$ cat src/rtl/mio_bus_responder.sv
// Responder for the CPU memory/IO handshake: decodes the request, runs a fixed-length
// access to block RAM, GPIO or the cycle counter, and returns MIO_ready with read data.
module mio_bus_responder #(
  parameter int RAM_AW      = 10,
  parameter int WAIT_CYCLES = 2
) (
  input  logic              clk,
  input  logic              rst_n,
  input  logic              CPU_MIO,
  input  logic              mem_w,
  input  logic [31:0]       addr_bus,
  input  logic [31:0]       Cpu_data2bus,
  output logic              MIO_ready,
  output logic [31:0]       Cpu_data4bus,
  output logic [RAM_AW-1:0] ram_addr,
  output logic [31:0]       ram_din,
  output logic              ram_we,
  input  logic [31:0]       ram_dout,
  input  logic [15:0]       sw_in,
  output logic [15:0]       led_out
);

  localparam logic [1:0] S_IDLE = 2'd0;
  localparam logic [1:0] S_WAIT = 2'd1;
  localparam logic [1:0] S_RESP = 2'd2;

  localparam logic [1:0] T_RAM  = 2'd0;
  localparam logic [1:0] T_GPIO = 2'd1;
  localparam logic [1:0] T_CNT  = 2'd2;
  localparam logic [1:0] T_NONE = 2'd3;

  logic [1:0]        state_q, state_d;
  logic [3:0]        wcnt_q, wcnt_d;
  logic [RAM_AW-1:0] raddr_q, raddr_d;
  logic [31:0]       wdata_q, wdata_d;
  logic              we_q, we_d;
  logic [1:0]        tsel_q, tsel_d;
  logic [31:0]       rdata_q, rdata_d;
  logic              ready_q, ready_d;
  logic [15:0]       led_q, led_d;
  logic [31:0]       cnt_q, cnt_d;

  logic [1:0]  tsel_in;
  logic [31:0] rd_mux;
  logic        wr_cycle;
  logic        unused_addr;

  // Only part of the byte address is decoded; upper RAM bits alias by design.
  assign unused_addr = ^addr_bus;

  always_comb begin
    tsel_in = T_RAM;
    if (addr_bus[31:28] == 4'hF) begin
      case (addr_bus[3:2])
        2'd0:    tsel_in = T_GPIO;
        2'd1:    tsel_in = T_CNT;
        default: tsel_in = T_NONE;
      endcase
    end
  end

  always_comb begin
    case (tsel_q)
      T_RAM:   rd_mux = ram_dout;
      T_GPIO:  rd_mux = {16'h0, sw_in};
      T_CNT:   rd_mux = cnt_q;
      default: rd_mux = 32'h0;
    endcase
  end

  // The first WAIT cycle is the only one in which side effects are issued.
  assign wr_cycle = (state_q == S_WAIT) && (wcnt_q == 4'(WAIT_CYCLES - 1));

  always_comb begin
    state_d = state_q;
    wcnt_d  = wcnt_q;
    raddr_d = raddr_q;
    wdata_d = wdata_q;
    we_d    = we_q;
    tsel_d  = tsel_q;
    rdata_d = rdata_q;
    ready_d = ready_q;
    led_d   = led_q;
    cnt_d   = cnt_q + 32'd1;
    case (state_q)
      S_IDLE: begin
        ready_d = 1'b0;
        if (CPU_MIO) begin
          raddr_d = addr_bus[RAM_AW+1:2];
          wdata_d = Cpu_data2bus;
          we_d    = mem_w;
          tsel_d  = tsel_in;
          wcnt_d  = 4'(WAIT_CYCLES - 1);
          state_d = S_WAIT;
        end
      end
      S_WAIT: begin
        wcnt_d = wcnt_q - 4'd1;
        if (wr_cycle && we_q) begin
          if (tsel_q == T_GPIO) led_d = wdata_q[15:0];
          if (tsel_q == T_CNT)  cnt_d = wdata_q;
        end
        if (wcnt_q == 4'd0) begin
          if (!we_q) rdata_d = rd_mux;
          ready_d = 1'b0;
          state_d = S_RESP;
        end
      end
      S_RESP: begin
        // Ready is shown for at least one cycle even if the CPU already let go.
        if (ready_q && !CPU_MIO) begin
          ready_d = 1'b0;
          state_d = S_IDLE;
        end else begin
          ready_d = 1'b1;
        end
      end
      default: state_d = S_IDLE;
    endcase
  end

  always_ff @(posedge clk) begin
    if (!rst_n) begin
      state_q <= S_IDLE;
      wcnt_q  <= '0;
      raddr_q <= '0;
      wdata_q <= '0;
      we_q    <= 1'b0;
      tsel_q  <= T_RAM;
      rdata_q <= '0;
      ready_q <= 1'b0;
      led_q   <= '0;
      cnt_q   <= '0;
    end else begin
      state_q <= state_d;
      wcnt_q  <= wcnt_d;
      raddr_q <= raddr_d;
      wdata_q <= wdata_d;
      we_q    <= we_d;
      tsel_q  <= tsel_d;
      rdata_q <= rdata_d;
      ready_q <= ready_d;
      led_q   <= led_d;
      cnt_q   <= cnt_d;
    end
  end

  // Gated by rst_n so a reset during the write cycle abandons the RAM write.
  assign ram_we       = rst_n && wr_cycle && we_q && (tsel_q == T_RAM);
  assign ram_addr     = raddr_q;
  assign ram_din      = wdata_q;
  assign MIO_ready    = ready_q;
  assign Cpu_data4bus = rdata_q;
  assign led_out      = led_q;

endmodule

$ cat config.mk
export PLATFORM = sky130hd
export DESIGN_NAME = mio_bus_responder
export DESIGN_NICKNAME = d
export VERILOG_FILES = /design/src/rtl/mio_bus_responder.sv
export SDC_FILE = /design/constraint.sdc
export NUM_CORES = 1
export LEC_CHECK = 0
export BUFFER_PORTS_ARGS = -buffer_cell sky130_fd_sc_hd__buf_2
export CAP_MARGIN = 20
export CELL_PAD_IN_SITES_DETAIL_PLACEMENT = 2
export CELL_PAD_IN_SITES_GLOBAL_PLACEMENT = 2
export CORE_MARGIN = 2
export CORE_UTILIZATION = 28
export DETAILED_ROUTE_END_ITERATION = 8
export GPL_ROUTABILITY_DRIVEN = 0
export PLACE_DENSITY = 0.83
export SYNTH_ARGS = -nofsm -noshare
export SYNTH_HDL_FRONTEND = slang
export SYNTH_SLANG_ARGS = --single-unit
$ cat constraint.sdc
create_clock -name clk -period 1.9 [get_ports clk]
set_clock_uncertainty 0.05 [all_clocks]
set_input_delay 0.38 -clock clk [delete_from_list [all_inputs] [get_ports clk]]
set_output_delay 0.38 -clock clk [all_outputs]
set_load 0.005 [all_outputs]
==> flow_summary.yaml <==
timing:
  report.final.hold_viol_count: 0
  max_freq_mhz: 487
  finalSetupViolations: 3
  slew_headroom: 0.723
  final_max_slew_viol_count: 0
  period_minus_slack_ns: 2.05
  fin_crit_sh: 1.08
  rsz0062_at_grt: "yes"
  tightest_slew_ns: 0.413
  fin_ws_ns: -0.153
floorplanning:
  ios: 208
  fp-row-count: 53
  chipHeight_um: 150
  dieArea_um2: 22500
  die-width_um: 150
  floorplan.initialDensity: 0.285
  core_area_um2: 21000
logic_synthesis:
  synthTopCellsByArea: "dfxtp_1 (44%), nand2_1 (11%), a21boi_1 (8.7%)"
  syn-num-nets: 815
  ys_warn_count: 0
  netlist_area_um2: 5980
  synth.most_common_cell: "nand2_1"
  yosysTopAreaCellShare: 0.442
  synth-edff-count: 0
  yosys.area.top_type: "dfxtp_1"
  synth_common_cells: "nand2_1 (174), dfxtp_1 (132), a21boi_1 (69), clkbuf_1 (37), mux2i_1 (32)"
  yosysSeqAreaShare: 0.442
  syn_inst: 695
  synthFlopType: "dfxtp_1"
  yosysUniqueCellTypes: 41
  synth.avg_cell_area_um2: 8.60
  synth-async-reset-ratio: 0
  synth_seq_cells: 132
drt:
  drt_wl_total_um: 24400
  vias: 5998
  drt-initial-drc-count: 232
  drc: 0
  ant_nets: 0
  dr.pass1.iters: 7
  viasPerCell: 5.04
  routedWlPerCell_um: 20.5
layout:
  layout-drive-gt1-share: 0.334
  seq_area_um2: 2660
  design_area_um2: 8250
  finalNonFillerCells: 1191
  syn2layout_area_growth_pct: 38.0
  fill_cells: 2382
  fin_nets: 1023
  postLayoutCoreUtil: 0.394
  multi_input_area_um2: 3240
worst_setup_path:
  critPathLaunchType: "register"
  crit_path_top_delay_cell: "dfxtp_4"
  end_kind: "output pin"
  critical_path.max_stage_delay_ns: 0.35
  worstSetupPathType: "register to output pin"
  path_cells: "nor4b_4 > nor3b_4 > and3b_1 > buf_2"
  worst-path-max-fanout: 3
  critical_path_arrival_ns: 1.62
  required_ns: 1.47
global_route:
  first_global_vias: 6270
  grt.overflow.total: 0
  grt_max_degree: 39
  grt_pass1_wl_um: 35700
  grt_use_total: 0.206
  grt_antenna_before_repair: 1
power_and_ir_drop:
  leakagePower_uw: 0.00364
  power_uw: 7730
  irDropWorstVdd_mv: 0.710
  power.density_nw_per_um2: 936
clock_network:
  cts.sinks: 132
  cts_max_level: 4
  clk_latency_ns: 0.42
  cts_root_buf: "clkbuf_16"
  clk_pin_slew_worst_paths_ns: 0.06
  cts_tree: "yes"
  cts_buffer_depth: 2
  numCtsBuffers: 17
  hold_buffers: 0
run_status:
  outcome: "complete, but fails checks"
  violations: "negative setup slack"
placement:
  hpwl_um: 15900
  dp.cells: 1147
  portBuffers: 189
  post_dp_cell_area_um2: 7420
hold_path:
  hold_path.class: "input pin to register"
run:
  drv_cap: 0
[per-stage QoR]
step	setup slack (ns)	hold WS (ns)	TNS, ns
floorplan	0.184	0.397	0
finish	-0.153	0.139	-0.208
CTS	-0.167	0.126	-0.167
global route	-0.221	0.144	-1.01
detailed placement	0.0187	0.393	0
global placement	0.0975	0.386	0
[logic make-up after synthesis]
logic type                 synth area share
xor gates and xnor gates             0.0425
adders and majority gates           0.00837
AOI/OAI and AO/OA                     0.210
buffers and inverters                0.0404
muxes                                0.0555
and+or+nand+nor                       0.201
DFF                                   0.442
[sequential cells by signal (all words and copies together) (netlist names)]
| register | flops |
|---|---|
| cnt_q | 32 |
| wcnt_q | 4 |
| ram_addr | 10 |
| ram_din | 32 |
| state_q | 2 |
| MIO_ready | 1 |
| tsel_q | 2 |
| led_out | 16 |
| Cpu_data4bus | 32 |
| we_q | 1 |
[cells in the final DEF, fill, tap and decap left out, drive strengths merged, types with 4 or more instances in the layout]
cell type / synthesis / routed
a21oi: 27 / 27
inv: 5 / 5
a21boi: 78 / 78
and3: 5 / 5
nand3: 15 / 15
nor2: 13 / 13
ha: 4 / 4
xnor2: 9 / 9
nand4: 12 / 12
o211ai: 17 / 17
dfxtp: 132 / 132
nor3: 5 / 5
mux2i: 32 / 32
clkbuf: 37 / 22
nand2: 174 / 174
xor2: 20 / 20
or3: 17 / 17
nor2b: 5 / 5
buf: 15 / 239
o211a: 25 / 25
o21ai: 27 / 27
[final cells by class]
cell class                 count  share of cell area
multi-input combinational    508               0.393
sequential                   132               0.322
timing repair buffer         239               0.168
clock buffer                  22              0.0575
tap                          275              0.0417
clock inverter                 9              0.0155
inverter                       5             0.00227
antenna                        1            0.000303
[report_power, final]
| group | switching, µW | leakage, µW | internal (µW) |
|---|---|---|---|
| registers | 161 | 0.00108 | 2960 |
| logic | 614 | 0.00227 | 537 |
| clock network | 1300 | 0.000288 | 2160 |
| total | 2070 | 0.00364 | 5650 |
[routing by layer]
metal / up-vias / global-route usage / wire length (µm)
met5: - / 0 / 13
met4: 2 / 0.0646 / 320
met3: 23 / 0.0421 / 945
met2: 141 / 0.345 / 12100
met1: 3004 / 0.266 / 11100
li1: 2828 / - / -
[path summary, 6_finish.rpt]
| path | slack, ns | from | to | cells past startpoint |
|---|---|---|---|---|
| max | -0.15 | wcnt_q[2] | ram_we | 4 |
| min | 0.14 | Cpu_data2bus[24] | ram_din[24] | 3 |
| max reg2reg | -0.05 | state_q[1] | tsel_q[0] | 7 |
| min reg2reg | 0.40 | Cpu_data4bus[21] | Cpu_data4bus[21] | 2 |
[critical path: cells and delay by family, from the launching register on]
| family | cells | cell delay [ns] |
|---|---|---|
| AND/OR/NAND/NOR | 3 | 0.74 |
| flip-flops | 1 | 0.35 |
| buffers and inverters | 1 | 0.12 |
[what timing repair did]
item | 4_1_cts | 5_1_grt
pin swaps | 3 | 12
setup endpoints to repair | 13 | 31
cloned | 0 | 2
gates resized for setup | 11 | 33
setup buffers | 4 | 6
Power figures use the tool's default switching activity.
